File: src/rtl/img_line_buffer.sv
// Raster-to-column front end: keeps the last K_H-1 image rows on chip and emits one
// vertical K_H-pixel column per accepted pixel, tagging loads that complete a K_H x K_W window.
module img_line_buffer #(
  parameter int IMG_W = 28,
  parameter int IMG_H = 28,
  parameter int K_H   = 3,
  parameter int K_W   = 3
) (
  input  logic                     clk,
  input  logic                     rst,
  input  logic                     start,
  input  logic                     pix_valid,
  input  logic [7:0]               pix_data,
  output logic                     pix_ready,
  output logic [0:K_H-1][7:0]      col_data,
  output logic                     load_en,
  output logic                     clear,
  output logic                     win_valid,
  output logic [$clog2(IMG_H)-1:0] win_row,
  output logic [$clog2(IMG_W)-1:0] win_col,
  output logic                     busy,
  output logic                     frame_done
);

  localparam int RW = $clog2(IMG_H);
  localparam int CW = $clog2(IMG_W);

  localparam logic [2:0] S_IDLE  = 3'd0;
  localparam logic [2:0] S_CLR   = 3'd1;
  localparam logic [2:0] S_RUN   = 3'd2;
  localparam logic [2:0] S_DRAIN = 3'd3;
  localparam logic [2:0] S_DONE  = 3'd4;

  localparam logic [RW-1:0] ROW_LAST      = RW'(IMG_H - 1);
  localparam logic [RW-1:0] ROW_FIRST_OUT = RW'(K_H - 1);
  localparam logic [CW-1:0] COL_LAST      = CW'(IMG_W - 1);
  localparam logic [CW-1:0] COL_FIRST_WIN = CW'(K_W - 1);

  logic [2:0]          state_reg, state_next;
  logic [RW-1:0]       row_reg, row_next;
  logic [CW-1:0]       col_reg, col_next;
  logic                accept;

  logic [0:K_H-1][7:0] col_data_reg;
  logic                load_en_reg;
  logic                win_valid_reg;
  logic [RW-1:0]       win_row_reg;
  logic [CW-1:0]       win_col_reg;

  // lb_mem[0] holds the oldest buffered row, lb_mem[K_H-2] the previous row.
  logic [7:0] lb_mem [0:K_H-2][0:IMG_W-1];
  logic [7:0] lb_rd  [0:K_H-2];

  assign accept = pix_valid && (state_reg == S_RUN);

  genvar gi;
  generate
    for (gi = 0; gi < K_H - 1; gi++) begin : g_rd
      assign lb_rd[gi] = lb_mem[gi][col_reg];
    end
  endgenerate

  // Row advance happens in DRAIN, so DRAIN still sees the row just finished.
  always_comb begin
    state_next = state_reg;
    row_next   = row_reg;
    col_next   = col_reg;
    case (state_reg)
      S_IDLE: begin
        if (start) begin
          state_next = S_CLR;
          row_next   = '0;
          col_next   = '0;
        end
      end
      S_CLR: state_next = S_RUN;
      S_RUN: begin
        if (accept) begin
          if (col_reg == COL_LAST) begin
            col_next   = '0;
            state_next = S_DRAIN;
          end else begin
            col_next = col_reg + 1'b1;
          end
        end
      end
      S_DRAIN: begin
        if (row_reg == ROW_LAST) begin
          state_next = S_DONE;
        end else begin
          row_next   = row_reg + 1'b1;
          state_next = S_CLR;
        end
      end
      S_DONE:  state_next = S_IDLE;
      default: state_next = S_IDLE;
    endcase
  end

  always_ff @(posedge clk) begin
    if (rst) begin
      state_reg <= S_IDLE;
      row_reg   <= '0;
      col_reg   <= '0;
    end else begin
      state_reg <= state_next;
      row_reg   <= row_next;
      col_reg   <= col_next;
    end
  end

  // Line buffers are deliberately unreset: the first K_H-1 rows overwrite every entry.
  always_ff @(posedge clk) begin
    if (accept) begin
      for (int k = 0; k < K_H - 2; k++) begin
        lb_mem[k][col_reg] <= lb_mem[k+1][col_reg];
      end
      lb_mem[K_H-2][col_reg] <= pix_data;
    end
  end

  always_ff @(posedge clk) begin
    if (rst) begin
      col_data_reg  <= '0;
      load_en_reg   <= 1'b0;
      win_valid_reg <= 1'b0;
      win_row_reg   <= '0;
      win_col_reg   <= '0;
    end else begin
      load_en_reg   <= accept && (row_reg >= ROW_FIRST_OUT);
      win_valid_reg <= accept && (row_reg >= ROW_FIRST_OUT) && (col_reg >= COL_FIRST_WIN);
      if (accept) begin
        for (int k = 0; k < K_H - 1; k++) begin
          col_data_reg[k] <= lb_rd[k];
        end
        col_data_reg[K_H-1] <= pix_data;
        win_row_reg         <= row_reg - ROW_FIRST_OUT;
        win_col_reg         <= col_reg - COL_FIRST_WIN;
      end
    end
  end

  assign pix_ready  = (state_reg == S_RUN);
  assign clear      = (state_reg == S_CLR);
  assign frame_done = (state_reg == S_DONE);
  assign busy       = (state_reg != S_IDLE);
  assign col_data   = col_data_reg;
  assign load_en    = load_en_reg;
  assign win_valid  = win_valid_reg;
  assign win_row    = win_row_reg;
  assign win_col    = win_col_reg;

endmodule

File: config.mk
export PLATFORM = sky130hd
export DESIGN_NAME = img_line_buffer
export DESIGN_NICKNAME = d
export VERILOG_FILES = /design/src/rtl/img_line_buffer.sv
export SDC_FILE = /design/constraint.sdc
export NUM_CORES = 1
export LEC_CHECK = 0
export CORE_MARGIN = 10
export CORE_UTILIZATION = 40
export DETAILED_ROUTE_END_ITERATION = 8
export PLACE_DENSITY_LB_ADDON = 0.3
export SYNTH_ARGS = -nofsm -noshare
export SYNTH_HDL_FRONTEND = slang
export SYNTH_SLANG_ARGS = --single-unit
File: constraint.sdc
create_clock -name clk -period 7.1 [get_ports clk]
set_clock_uncertainty 0.1 [all_clocks]
set_input_delay 1.42 -clock clk [delete_from_list [all_inputs] [get_ports clk]]
set_output_delay 1.42 -clock clk [all_outputs]
set_load 0.05 [all_outputs]
# Word-level counts from Yosys, hierarchy flattened
# Memories as Yosys holds them, arrays and structs flattened.
# Index checks and enable logic that the tools add are counted.
dict set report totals {
  register_bits 49
  ramBits 448
  in_bits 12
  output_inout_bits 40
  wordCells 62
  memories 1
}
dict set report classes {
  add_sub_neg 4
  magnitude_cmp 4
  n_eq_ne 10
  mux 21
  bitwise 1
  reduce_logical 11
}
# memory words width rd rd_ports_with_merged_regs write_ports line
set memory_table {}
lappend memory_table {lb_mem 2 224 2 0 2 51} ;# logic [7:0] lb_mem [0:K_H-2][0:IMG_W-1];
# cell n
set op_table {}
lappend op_table {{224-bit two-way mux} 1}
lappend op_table {{8-bit binary-select mux with 5-bit select} 2}
lappend op_table {{8-bit demux with 5-bit select} 1}
lappend op_table {{8-bit two-way mux} 5}
lappend op_table {{5-bit two-way mux} 4}
lappend op_table {{5-bit one-hot mux with 2 select lines} 2}
lappend op_table {{3-bit two-way mux} 4}
lappend op_table {{3-bit one-hot mux with 4 select lines} 1}
lappend op_table {{5-bit by 1-bit adder with 5-bit output, second input constant} 2}
lappend op_table {{5-bit == test, second input constant} 2}
lappend op_table {{5-bit by 2-bit greater-or-equal comparator with 1-bit output, second input constant} 2}
lappend op_table {{5-bit by 2-bit subtractor with 5-bit output, second input constant} 2}
lappend op_table {{3-bit AND reduction} 3}
lappend op_table {{3-bit by 2-bit == test with 1-bit output, second input constant} 2}
lappend op_table {{6-bit greater-or-equal comparator, second input constant} 1}
lappend op_table {{6-bit by 1-bit less-than comparator with 1-bit output, second input constant} 1}
lappend op_table {{5-bit NOT with 6-bit output} 1}
lappend op_table {{1-bit logical AND} 4}
lappend op_table {{2-bit by 1-bit inequality test with 1-bit output, second input constant} 2}
lappend op_table {{2-bit inequality test, second input constant} 2}
lappend op_table {{2-bit nonzero test} 2}
lappend op_table {{3-bit by 1-bit == test with 1-bit output, second input constant} 1}
lappend op_table {{3-bit == test, second input constant} 1}
lappend op_table {{3-bit logical NOT} 1}
lappend op_table {{2 further kinds} 2}

# Depth between registers and ports, before layout
dict set report depth {
  depth_word 6
  depth_mapped 9
  ltp_nobuf 6
}

# Worst setup path before layout
# Ideal clock, no wire load.
dict set report synth_timing {
  path_kind {register to output}
  startpoint {reg state_reg[0]}
  endpoint {out clear}
  arrival_ns 1.762
  required_time_ns 5.580
  path_slack_ns 3.818
  path_stages_with_launch 3
  n_path_buf 1
  path_cell_list {dfxtp_1 > clkbuf_1 > nor3b_1}
}
dict set report synth_via {
  elab_chain_len 1
}
# item line
set synth_rtl {}
lappend synth_rtl {{start: declaration} 39} ;# logic [2:0] state_reg, state_next;
lappend synth_rtl {{start signal: assignment} 106} ;# state_reg <= state_next;
lappend synth_rtl {{3-bit by 1-bit == test with 1-bit output} 144} ;# assign clear = (state_reg == S_CLR);
lappend synth_rtl {{end: declaration} 17} ;# output logic clear,
# No other way between the ends.

# Final worst setup path
dict set report layout_timing {
  startpoint {reg state_reg[1]}
  endpoint {out pix_ready}
}
dict set report layout_via {
  elab_chain_len 1
}
# item line
set layout_rtl {}
lappend layout_rtl {{3-bit by 2-bit == test with 1-bit output} 143} ;# assign pix_ready = (state_reg == S_RUN);
lappend layout_rtl {{end: declaration} 14} ;# output logic pix_ready,
# No other way between the ends.

==> run summary <==
The minimum period implied by the final worst setup slack is a little over 4 ns. Walking the worst path, the cells encountered are nand2b_1, or2_2, inv_1, clkdlybuf4s50_1. Summed over all cells, the static leakage comes to between 6 and 7 nW.

For this run the aggregate overflow at the end of global routing stands at 0. Counting the fill cells in the layout gives ~4,000. Sequential cells were found to cover around 74% of the synthesized design area. Setup repair after global routing left no endpoint under its margin. The floorplan step set the die width to approximately 240 µm. The total of flip-flops plus latches after synthesis is around 500. Once routing completed, OpenROAD measured the worst setup slack at just under 3 ns. The diode insertion count for antenna repair is 0. The Yosys warning count is 0.

The min-delay analysis places its worst path in the category register to register. Post-CTS timing repair inserted 0 buffers for setup. The hold violation total from the final report came out at 0. In this run the tightest slew margin relative to its limit is under 10%.

The register with the most flip-flops in the layout has about 450 of them. The number of vias per cell came out at 5.74. The total of max-cap violations is 0. The final layout contains 1,230 nets.

The placeable core region came out at ~48,000 µm². The average instance in the mapped netlist occupies 17.1 µm². The number of buffers inserted during clock tree synthesis came out at 52.

The worst slack at placement is just under 3 ns. The CTS tree is built. The number of H-tree levels came out at 2.

The clock transition time at the flip-flop clock pins of the worst setup and hold paths came out at 0.06 ns. The max-slew violation count is 0. The latest clock arrival within the worst-skew pair is 0.60 ns. The most used flip-flop cell after synthesis is edfxtp_1. The detailed placement HPWL is between 30,000 and 40,000 µm.

The run finished with clean final reports. The total nets after synthesis is between 1,000 and 1,500. The number of buffers inserted by hold repair at cts is 0. The netlist uses between 50 and 60 different library cells.

The final worst-path cycle share is 58.2%. The maximum single-stage delay on the critical path is about 0.80 ns. The mapped cell area is between 15,000 and 20,000 µm². The largest driver fanout on the critical path came out at 9. The share of flip-flops with an asynchronous set or reset is 0%. The number of rows created at floorplan came out at 80. In the final routed layout, each cell accounts on average for roughly 27 µm.

Port buffering added about 50 buffers. The cell sitting at the root of the clock tree is a clkbuf_16. STA classifies the critical path startpoint as a register. The power per unit of standard cell area is around 280 nW/µm².

The critical path start-end classification is register to output pin. The total number of vias came out at 10,700. The die height came out at between 200 and 250 µm.

The die area is just under 60,000 µm². The ratio of cells with drive above 1 in the final layout is between 10% and 20%. The total of endpoints with negative setup slack in the final report came out at 0. On the critical path, the stage with the largest delay is an instance of clkdlybuf4s50_1.

The kind of capture point of the worst setup path is an output pin. The utilization after layout is roughly 46%. The starting utilization of the core area came out at about 41%.

The highest clock rate is between 200 and 250 MHz. The post-synthesis instance total came out at around 1,100. The sum of routed wire length over all layers came out at just over 50,000 µm. The largest net degree at the start of global routing is ~100. The number of synthesized flops with an enable pin is ~450. The area growth from synthesis to final layout came out at 14.0%. The initial DRC count is 1,162. Across the VDD grid, the largest voltage drop is about 0.17 mV. The arrival time at the worst endpoint is 2.61 ns. The transition time at the pin with the least slew margin came out at 1.34 ns.

After detailed routing, the number of remaining DRC violations is 0. The number of gates given a new drive strength after cts came out at 0. The detail route stage leaves a number of antenna-violating nets equal to 0. For this design the top-level I/O count stands at 52. The worst-case clock buffer depth came out at 3.

The number of clock sinks is around 500. The global-route wire length before repair is approximately 73,000 µm. The weighted congestion at the end of routability-driven global placement came out at 0.870.

Before antenna repair, the detailed router went through 5 iterations. The via count of the first global-routing pass is between 10,000 and 15,000. The total track usage came out at between 10% and 20%. The number of antenna violations at the first check in global routing came to 3.

Adding up every negative setup slack in the final design gives 0 ns. The endpoint required time on the critical path is about 5.6 ns.
cell usage after synthesis (2+ instances only):
| master | count | area, µm² |
|---|---|---|
| nor4_1 | 7 | 43.8 |
| o21ai_0 | 4 | 20.0 |
| buf_2 | 19 | 95.1 |
| inv_1 | 8 | 30.0 |
| nand2b_1 | 4 | 25.0 |
| o221ai_1 | 6 | 52.6 |
| and3_1 | 20 | 125 |
| nand4b_1 | 2 | 17.5 |
| xnor2_1 | 8 | 70.1 |
| clkbuf_1 | 26 | 97.6 |
| nor2_1 | 50 | 188 |
| nand3_1 | 21 | 105 |
| a22oi_1 | 23 | 173 |
| edfxtp_1 | 448 | 13500 |
| and2_1 | 11 | 68.8 |
| nor3b_1 | 5 | 37.5 |
| a21oi_1 | 35 | 175 |
| nor3_1 | 16 | 80.1 |
| a31oi_1 | 7 | 43.8 |
| nand2_1 | 96 | 360 |
| or3_1 | 4 | 25.0 |
| nor4b_1 | 2 | 17.5 |
| buf_6 | 4 | 45.0 |
| nand4_1 | 13 | 81.3 |
| nor2b_1 | 10 | 62.6 |
| buf_4 | 14 | 105 |
| a211oi_1 | 12 | 90.1 |
| o21a_1 | 7 | 52.6 |
| o21ai_1 | 2 | 10.0 |
| or2_2 | 4 | 25.0 |
| mux2i_1 | 108 | 1080 |
| mux4_2 | 59 | 1330 |
| dfxtp_1 | 49 | 981 |
| a221oi_1 | 2 | 17.5 |
| o22ai_1 | 10 | 62.6 |
| buf_1 | 2 | 7.51 |
| ha_1 | 10 | 125 |
| a311oi_1 | 2 | 17.5 |
where the power goes:
group	total (W)	switching, W	internal, W
clock network	0.00255	0.00109	0.00147
registers	0.00325	0.0000257	0.00323
logic	0.000377	0.000266	0.000112
total	0.00619	0.00138	0.00481
routing by layer:
layer	global-route usage, %	share of wire (%)	up-vias	wire length (µm)
li1	-	-	4609	-
met1	24.6	43	5492	21600
met2	26.2	45	501	22600
met3	4.20	9.8	77	4950
met4	5.62	2.5	4	1260
met5	0	0.044	-	22
cell families (layout without fill, tap and decap cells):
| logic type | Yosys count | after routing | share of synthesized area (%) |
|---|---|---|---|
| AO/OA/AOI/OAI | 117 | 117 | 3.98 |
| XOR/XNOR | 8 | 8 | 0.359 |
| adder cells (fa/ha/maj) | 10 | 10 | 0.641 |
| buffers and inverters | 75 | 179 | 2.05 |
| flip-flops | 497 | 497 | 74.0 |
| multiplexers | 168 | 168 | 12.4 |
| AND/OR/NAND/NOR | 268 | 268 | 6.61 |
stage by stage:
step                cells  hold WS, ns  area [µm²]  total power [W]
floorplan            1143        0.387       19500          0.00353
global placement     1769        0.354       20700          0.00369
detailed placement   1769        0.349       20700          0.00369
CTS                  1862        0.357       22200          0.00622
global route         1862        0.390       22200          0.00638
finish               1862        0.355       22200          0.00619
path summary, 6_finish.rpt:
path | cells after the start | slack, ns | startpoint | to
min reg2reg | 2 | 0.36 | col_data[7]$_SDFFE_PP0P_ | col_data[7]$_SDFFE_PP0P_
min | 2 | 0.36 | col_data[7]$_SDFFE_PP0P_ | col_data[7]$_SDFFE_PP0P_
max reg2reg | 8 | 3.22 | col_reg[1]$_SDFFE_PP0P_ | col_data[8]$_SDFFE_PP0P_
max | 4 | 2.97 | state_reg[1]$_SDFFE_PP0P_ | pix_ready
cell type report:
cell class	instances	area (µm²)	share of cell area [%]
clock buffer	69	1420	6.37
clock inverter	24	170	0.765
inverter	9	33.8	0.152
multi-input combinational	571	4700	21.1
sequential	497	14400	64.9
tap	615	769	3.46
timing repair buffer	77	708	3.18
critical path: cells and delay by family (launching register included):
kind,cells,cell delay (ns)
buffers and inverters,2,0.87
AND/OR/NAND/NOR,2,0.65
flip-flops,1,0.51
cells in the final DEF, fill, tap and decap left out, types with 6 or more instances in the layout:
cell type / n
xnor2_1: 8
and3_1: 20
ha_1: 10
mux4_2: 59
a31oi_1: 7
a21oi_1: 35
clkbuf_16: 53
dfxtp_1: 46
clkdlybuf4s50_1: 49
clkinv_2: 7
a22oi_1: 23
nor3_1: 16
clkinv_1: 11
inv_1: 8
clkbuf_1: 13
mux2i_1: 108
a211oi_1: 12
nand4_1: 13
nor2_1: 49
and2_1: 11
edfxtp_1: 448
o21a_1: 7
nand2_1: 96
nor4_1: 7
o221ai_1: 6
o22ai_1: 10
nor2b_1: 10
buf_4: 25
nand3_1: 21
No activity file was read; power rests on OpenSTA's default activity.
